===== src/rtl/audio_arb_pkg.sv =====
// rtl/audio_arb_pkg.sv - shared types and helpers for the audio source arbiter
// Contents:
//   arb_state_t  : arbiter state (IDLE / OWNED)
//   tick_period  : system clocks per audio sample
//   cnt_width    : counter width able to hold 0..p-1
//   DEF_CNT_W    : tick counter width at the default 50 MHz / 48 kHz
package audio_arb_pkg;

    typedef enum logic {
        IDLE  = 1'b0,
        OWNED = 1'b1
    } arb_state_t;

    function automatic int tick_period(input int clk_mhz, input int sample_rate_hz);
        return (clk_mhz * 1000000) / sample_rate_hz;
    endfunction

    // A period of 1 would give $clog2 == 0; keep at least one bit.
    function automatic int cnt_width(input int p);
        return (p > 1) ? $clog2(p) : 1;
    endfunction

    localparam int DEF_CNT_W = $clog2(tick_period(50, 48000));

endpackage


===== src/rtl/sample_tick_gen.sv =====
// rtl/sample_tick_gen.sv - free-running audio sample tick from the system clock
// Ports:
//   clk   : system clock
//   rst_n : asynchronous active-low reset (counter cleared to 0)
//   tick  : one-cycle pulse while the count equals P-1, once every P cycles
module sample_tick_gen
    import audio_arb_pkg::*;
#(
    parameter int clk_mhz        = 50,
    parameter int sample_rate_hz = 48000
) (
    input  logic clk,
    input  logic rst_n,
    output logic tick
);

    localparam int P     = tick_period(clk_mhz, sample_rate_hz);
    localparam int CNT_W = cnt_width(P);

    logic [CNT_W-1:0] cnt_q;
    logic [CNT_W-1:0] cnt_d;
    logic             wrap;

    assign wrap = (cnt_q == CNT_W'(P - 1));
    assign tick = wrap;

    always_comb begin
        cnt_d = cnt_q + CNT_W'(1);
        if (wrap) begin
            cnt_d = '0;
        end
    end

    always_ff @(posedge clk or negedge rst_n) begin
        if (!rst_n) begin
            cnt_q <= '0;
        end else begin
            cnt_q <= cnt_d;
        end
    end

endmodule


===== src/rtl/audio_source_arbiter.sv =====
// rtl/audio_source_arbiter.sv - round-robin owner of the shared sound path, one sample per tick
// Ports:
//   clk, rst_n  : system clock, asynchronous active-low reset
//   req         : per-source request level
//   valid       : per-source sample-ready flag
//   sample      : per-source samples, slice i at [i*w_sample +: w_sample]
//   ready       : one-cycle pulse, the owner's sample was consumed
//   grant       : one-hot current owner, or zero
//   sound       : registered sample towards the I2S serializer
//   sample_tick : one-cycle pulse every P cycles
//   underrun    : one-cycle pulse, the owner had no sample at a tick
module audio_source_arbiter
    import audio_arb_pkg::*;
#(
    parameter int clk_mhz        = 50,
    parameter int sample_rate_hz = 48000,
    parameter int n_src          = 4,
    parameter int w_sample       = 16,
    parameter int max_underrun   = 8
) (
    input  logic                      clk,
    input  logic                      rst_n,
    input  logic [n_src-1:0]          req,
    input  logic [n_src-1:0]          valid,
    input  logic [n_src*w_sample-1:0] sample,
    output logic [n_src-1:0]          ready,
    output logic [n_src-1:0]          grant,
    output logic [w_sample-1:0]       sound,
    output logic                      sample_tick,
    output logic                      underrun
);

    localparam int IDX_W = $clog2(n_src);
    localparam int UR_W  = $clog2(max_underrun + 1);

    arb_state_t           state_q, state_d;
    logic [IDX_W-1:0]     owner_q, owner_d;
    logic [IDX_W-1:0]     ptr_q, ptr_d;
    logic [UR_W-1:0]      urun_q, urun_d;
    logic [w_sample-1:0]  sound_q, sound_d;
    logic [n_src-1:0]     grant_q, grant_d;
    logic [n_src-1:0]     ready_q, ready_d;
    logic                 underrun_q, underrun_d;

    logic                 tick;
    logic                 svc;
    logic                 rearb;
    logic                 hit_found;
    logic [IDX_W-1:0]     hit_idx;
    logic [w_sample-1:0]  owner_sample;

    sample_tick_gen #(
        .clk_mhz        (clk_mhz),
        .sample_rate_hz (sample_rate_hz)
    ) u_tick (
        .clk   (clk),
        .rst_n (rst_n),
        .tick  (tick)
    );

    // First requester at or after start, wrapping; MSB of the result is "found".
    function automatic logic [IDX_W:0] rr_search(input logic [n_src-1:0] r,
                                                 input logic [IDX_W-1:0] start);
        logic             found;
        logic [IDX_W-1:0] hit;
        int               idx;
        found = 1'b0;
        hit   = '0;
        for (int i = 0; i < n_src; i++) begin
            idx = int'(start) + i;
            if (idx >= n_src) begin
                idx = idx - n_src;
            end
            if (!found && r[idx]) begin
                found = 1'b1;
                hit   = IDX_W'(idx);
            end
        end
        return {found, hit};
    endfunction

    // Decode: a tick either services a live owner or re-arbitrates. Release of
    // a dead owner and the new grant happen in the same tick.
    always_comb begin
        svc   = tick && (state_q == OWNED) && req[owner_q]
                && (urun_q < UR_W'(max_underrun));
        rearb = tick && !svc;
        {hit_found, hit_idx} = rr_search(req, ptr_q);
        owner_sample = sample[int'(owner_q)*w_sample +: w_sample];
    end

    // Next state
    always_comb begin
        state_d = state_q;
        owner_d = owner_q;
        ptr_d   = ptr_q;
        urun_d  = urun_q;
        if (svc) begin
            if (valid[owner_q]) begin
                urun_d = '0;
            end else begin
                urun_d = urun_q + UR_W'(1);
            end
        end
        if (rearb) begin
            if (hit_found) begin
                state_d = OWNED;
                owner_d = hit_idx;
                ptr_d   = (hit_idx == IDX_W'(n_src - 1)) ? '0 : hit_idx + IDX_W'(1);
                urun_d  = '0;
            end else begin
                state_d = IDLE;
            end
        end
    end

    // Outputs (registered next cycle); a new owner is only granted in its
    // first tick, so sound goes to zero for exactly that sample.
    always_comb begin
        sound_d    = sound_q;
        grant_d    = grant_q;
        ready_d    = '0;
        underrun_d = 1'b0;
        if (svc) begin
            if (valid[owner_q]) begin
                sound_d          = owner_sample;
                ready_d[owner_q] = 1'b1;
            end else begin
                underrun_d = 1'b1;
            end
        end
        if (rearb) begin
            sound_d = '0;
            grant_d = '0;
            if (hit_found) begin
                grant_d[hit_idx] = 1'b1;
            end
        end
    end

    always_ff @(posedge clk or negedge rst_n) begin
        if (!rst_n) begin
            state_q    <= IDLE;
            owner_q    <= '0;
            ptr_q      <= '0;
            urun_q     <= '0;
            sound_q    <= '0;
            grant_q    <= '0;
            ready_q    <= '0;
            underrun_q <= 1'b0;
        end else begin
            state_q    <= state_d;
            owner_q    <= owner_d;
            ptr_q      <= ptr_d;
            urun_q     <= urun_d;
            sound_q    <= sound_d;
            grant_q    <= grant_d;
            ready_q    <= ready_d;
            underrun_q <= underrun_d;
        end
    end

    assign ready       = ready_q;
    assign grant       = grant_q;
    assign sound       = sound_q;
    assign underrun    = underrun_q;
    assign sample_tick = tick;

endmodule


===== config.mk =====
export PLATFORM = sky130hd
export DESIGN_NAME = audio_source_arbiter
export DESIGN_NICKNAME = d
export VERILOG_FILES = /design/src/rtl/audio_arb_pkg.sv /design/src/rtl/sample_tick_gen.sv /design/src/rtl/audio_source_arbiter.sv
export SDC_FILE = /design/constraint.sdc
export NUM_CORES = 1
export LEC_CHECK = 0
export BUFFER_PORTS_ARGS = -buffer_cell sky130_fd_sc_hd__buf_2
export CAP_MARGIN = 20
export CORE_MARGIN = 10
export CORE_UTILIZATION = 50
export CTS_BUF_LIST = sky130_fd_sc_hd__clkbuf_4
export CTS_CLUSTER_SIZE = 8
export DETAILED_ROUTE_END_ITERATION = 16
export GPL_ROUTABILITY_DRIVEN = 1
export PLACE_DENSITY = 0.83
export SKIP_CTS_REPAIR_TIMING = 1
export SLEW_MARGIN = 20
export SYNTH_ARGS = -nofsm -noshare
export SYNTH_HDL_FRONTEND = slang
export SYNTH_HIERARCHICAL = 1
export SYNTH_SLANG_ARGS = --single-unit
export TNS_END_PERCENT = 50

===== constraint.sdc =====
create_clock -name clk -period 2.4 [get_ports clk]
set_input_delay 0 -clock clk [delete_from_list [all_inputs] [get_ports clk]]
set_output_delay 0 -clock clk [all_outputs]
set_load 0.05 [all_outputs]

==> run summary <==
The number of top-level design ports is 100. At the worst endpoint, the arrival time is 2.47 ns. The remaining antenna violation count came out at 0. The global-route wire length before repair is 10400 um. The worst setup path is captured at a flip-flop. The via count of the first global-routing pass is 2136. The number of pins exceeding their max-slew limit in the final report is 0. The flow ran to the end, and the final reports show no timing, DRC or antenna violations. The final setup violation count is 0. Dividing the detail-routed wire length by the instance count gives 18.2 um. The post-route worst hold slack is 0.0258 ns. The clock-pin slew on the worst setup and hold paths came out at 0.14 ns. The deepest clock path buffer count is 2. The fill cell total of the finished layout came out at 364.

Summed over all cells, the static leakage comes to 1.58 nW. The maximum vdd ir drop came out at 0.000250 V. The worst register-to-register path ends at owner_q[1]. Entering global routing, the biggest net connects 46 pins. The register bit total from synthesis is 45. The origin of the critical flop-to-flop path is u_tick/cnt_q[0]. Setup repair after global routing left no endpoint under its margin. The number of levels the H-tree was split into came out at 2.

The final net count is 367. The count of unique library cells instantiated by Yosys is 43. The routed design has 6440 um of wire. The total congestion overflow after global routing is 0. The per-cell via count in the routed design is 5.56. The final standard cell utilization of the core is 65.9%.

The share of the clock period used by the worst path is 91.0%. The total inserted antenna cells came out at 0. The number of buffers and inverters on the critical path is 3.

Static timing analysis puts the maximum clock frequency at 0.458 GHz. Of the cells placed in the final design, the portion with a size suffix greater than 1 is 46.7%. The mapped netlist covers 2430 um^2. The total count of hold-check failures in the final report came out at 0. The number of detailed-routing iterations run before antenna repair came out at 4.

The slew at the pin closest to its max-slew limit is 0.537 ns. The register-to-register setup slack is 0.22 ns. The gate count after technology mapping is 181. TritonCTS built the clock tree.

The biggest fanout along the worst timing path came out at 12. The critical path is of the reg -> reg type. For this run, design rule violations remaining after detail routing come to 0. The path category of the worst min-delay check is in -> async. The kind of start point of the critical path is a flip-flop. The kind of cell with the highest combined delay along the critical path is simple AND/OR/NAND/NOR gates.

The library cell with the largest summed area after synthesis is sky130_fd_sc_hd__dfrtp_1. The portion of synthesized cell area occupied by the leading cell type came out at 46.2%. The total power per unit cell area is 480 nW/um^2.

The number of maximum-capacitance constraint violations came out at 0. The tree is rooted in a sky130_fd_sc_hd__clkbuf_4. The total power draw is 1.50 mW. The final HPWL from detailed placement came out at 5070 um. By area the synthesized netlist is led by sky130_fd_sc_hd__dfrtp_1 (46%), sky130_fd_sc_hd__mux4_2 (10%), sky130_fd_sc_hd__mux4_1 (7.6%), sky130_fd_sc_hd__a22o_1 (7.2%), sky130_fd_sc_hd__ha_1 (3.6%).

The via count is 1970. The total CTS buffers came out at 5. The number of nets in the synthesized netlist is 262. The final critical-path required period came out at 2.18 ns. Global routing used 15.8% of the available tracks across all layers.

The port buffer count came out at 99. The critical path goes through inv_1 -> ha_1 -> nor4b_1 -> and4_1 -> inv_1 -> a211oi_2 -> buf_4 -> mux2i_1. The clock skew after layout came out at 0.0158 ns. The height of the die is 89.8 um. The number of sinks on the clock net is 45.

The path length in cells of the critical path is 8. The starting density of the core is 51.5%. The horizontal die dimension is 89.8 um.

Yosys printed 6 warnings. The congestion estimate from routability-driven global placement came to 0.760. Clock latency on the worst-skew pair, taken at its later pin, is 0.36 ns. The area added between synthesis and finish came out at 27.9%. The number of rows created at floorplan came out at 25. The critical path's most frequent cell is sky130_fd_sc_hd__inv_1. The floorplan step defined a die boundary enclosing 8060 um^2. The total negative slack for setup checks is 0 ns. The max-slew headroom at the worst pin is 63.9%. The depth of the most critical reg-to-reg path came out at 8.

The largest incremental delay on the critical path came out at 0.44 ns. The initial antenna violation count is 0. For this block, the initial DRC count from the detailed router was 55. For this run, the register share of the synthesized area comes to 46.2%.

The mean post-synth cell area is 13.5 um^2. The critical path required time is 2.68 ns. The area of the core is 4720 um^2. For this design, the slowest cell found on the critical path is sky130_fd_sc_hd__dfrtp_1.
per-layer routing:
| layer | track usage (%) | share of wire [%] |
|---|---|---|
| met3 | 4.41 | 5.3 |
| met5 | 0 | 0 |
| met2 | 27.4 | 53 |
| met1 | 18.0 | 40 |
| met4 | 6.20 | 2.4 |
where the power goes:
group          internal [mW]  total, mW  switching, mW
Clock                  0.228      0.465          0.236
Combinational          0.136      0.250          0.114
Sequential             0.769      0.781         0.0120
cells by family after synthesis:
group | Yosys count | share of synthesized area, %
simple gates | 50 | 12.2
flops | 45 | 46.2
compound gates | 32 | 11.5
mux | 22 | 19.4
buf+inv | 16 | 3.80
xor+xnor | 9 | 3.24
fa+ha+maj | 7 | 3.60
layout make-up:
| cell class | count | area, um^2 | area share, % |
|---|---|---|---|
| clock buffers | 6 | 45.0 | 1.45 |
| clock inverters | 2 | 33.8 | 1.08 |
| inverters | 7 | 26.3 | 0.844 |
| multi-input cells | 120 | 1220 | 39.1 |
| flip-flops and latches | 45 | 1130 | 36.2 |
| well taps | 67 | 83.8 | 2.69 |
| repair buffers | 107 | 583 | 18.7 |
worst max path at each step:
stage | startpoint | end | slack [ns]
after CTS | u_tick/cnt_q[0] | sound[11] | 0.19
after global routing | u_tick/cnt_q[0] | owner_q[1] | 0.007
after global placement | u_tick/cnt_q[0] | sound[7] | 0.42
after detailed placement | u_tick/cnt_q[0] | sound[5] | 0.22
after floorplan | u_tick/cnt_q[0] | ptr_q[1] | 0.17
final | u_tick/cnt_q[0] | owner_q[1] | 0.22
Yosys cell counts (all sizes together):
master and count:
a211oi 1, a21o 2, a21oi 1, a221o 1, a22o 20, a22oi 1
a41oi 1, and3 2, and4 2, buf 8, clkbuf 1, dfrtp 45
ha 7, inv 7, mux2 1, mux2i 3, mux4 18, nand2 8
nand2b 3, nand3 6, nand3b 2, nand4 3, nor2 12, nor2b 2
nor3 4, nor4 1, nor4b 3, o21a 1, o21ai 3, o31ai 1
or2 1, or4 1, xnor2 3, xor2 6
metrics by stage:
stage	instance area, um^2	std cells	setup WS, ns
after detailed placement	2990	343	0.216
final	3110	354	0.216
after floorplan	2430	181	0.166
after global routing	3110	354	0.00714
after CTS	3060	351	0.195
after global placement	2990	343	0.424
flip-flops by register name, summed over array words and instances (netlist names):
signal,cells
ptr_q,2
state_q,1
sound,16
owner_q,2
urun_q,4
u_tick/cnt_q,11
grant,4
underrun,1
ready,4
worst register-to-register path, stage by stage (launching register included):
cell and delay, ns:
sky130_fd_sc_hd__dfrtp_1 0.44, sky130_fd_sc_hd__inv_1 0.07, sky130_fd_sc_hd__ha_1 0.15, sky130_fd_sc_hd__nor4b_1 0.25
sky130_fd_sc_hd__and4_1 0.36, sky130_fd_sc_hd__inv_1 0.14, sky130_fd_sc_hd__a211oi_2 0.24, sky130_fd_sc_hd__buf_4 0.24
sky130_fd_sc_hd__mux2i_1 0.20
placed cells by master (no fill, tap or decap), types with 2 or more instances in the layout:
master	Yosys	layout
sky130_fd_sc_hd__clkbuf_4	0	6
sky130_fd_sc_hd__xnor2_1	3	3
sky130_fd_sc_hd__nor4b_1	2	2
sky130_fd_sc_hd__mux4_1	7	7
sky130_fd_sc_hd__nor3_1	3	3
sky130_fd_sc_hd__nand2b_1	3	3
sky130_fd_sc_hd__nor2b_1	2	2
sky130_fd_sc_hd__a22o_1	20	20
sky130_fd_sc_hd__nand4_1	3	3
sky130_fd_sc_hd__buf_4	2	5
sky130_fd_sc_hd__mux4_2	11	11
sky130_fd_sc_hd__dfrtp_1	45	45
sky130_fd_sc_hd__ha_1	7	7
sky130_fd_sc_hd__nand2_1	8	8
sky130_fd_sc_hd__xor2_1	6	6
sky130_fd_sc_hd__buf_2	2	99
sky130_fd_sc_hd__nand3b_1	2	2
sky130_fd_sc_hd__a21o_1	2	2
sky130_fd_sc_hd__buf_12	0	2
sky130_fd_sc_hd__o21ai_0	2	2
sky130_fd_sc_hd__mux2i_1	3	3
sky130_fd_sc_hd__and3_1	2	2
sky130_fd_sc_hd__nor2_1	12	12
sky130_fd_sc_hd__inv_1	7	7
sky130_fd_sc_hd__nand3_1	5	5
No activity file was read; power rests on OpenSTA's default activity.
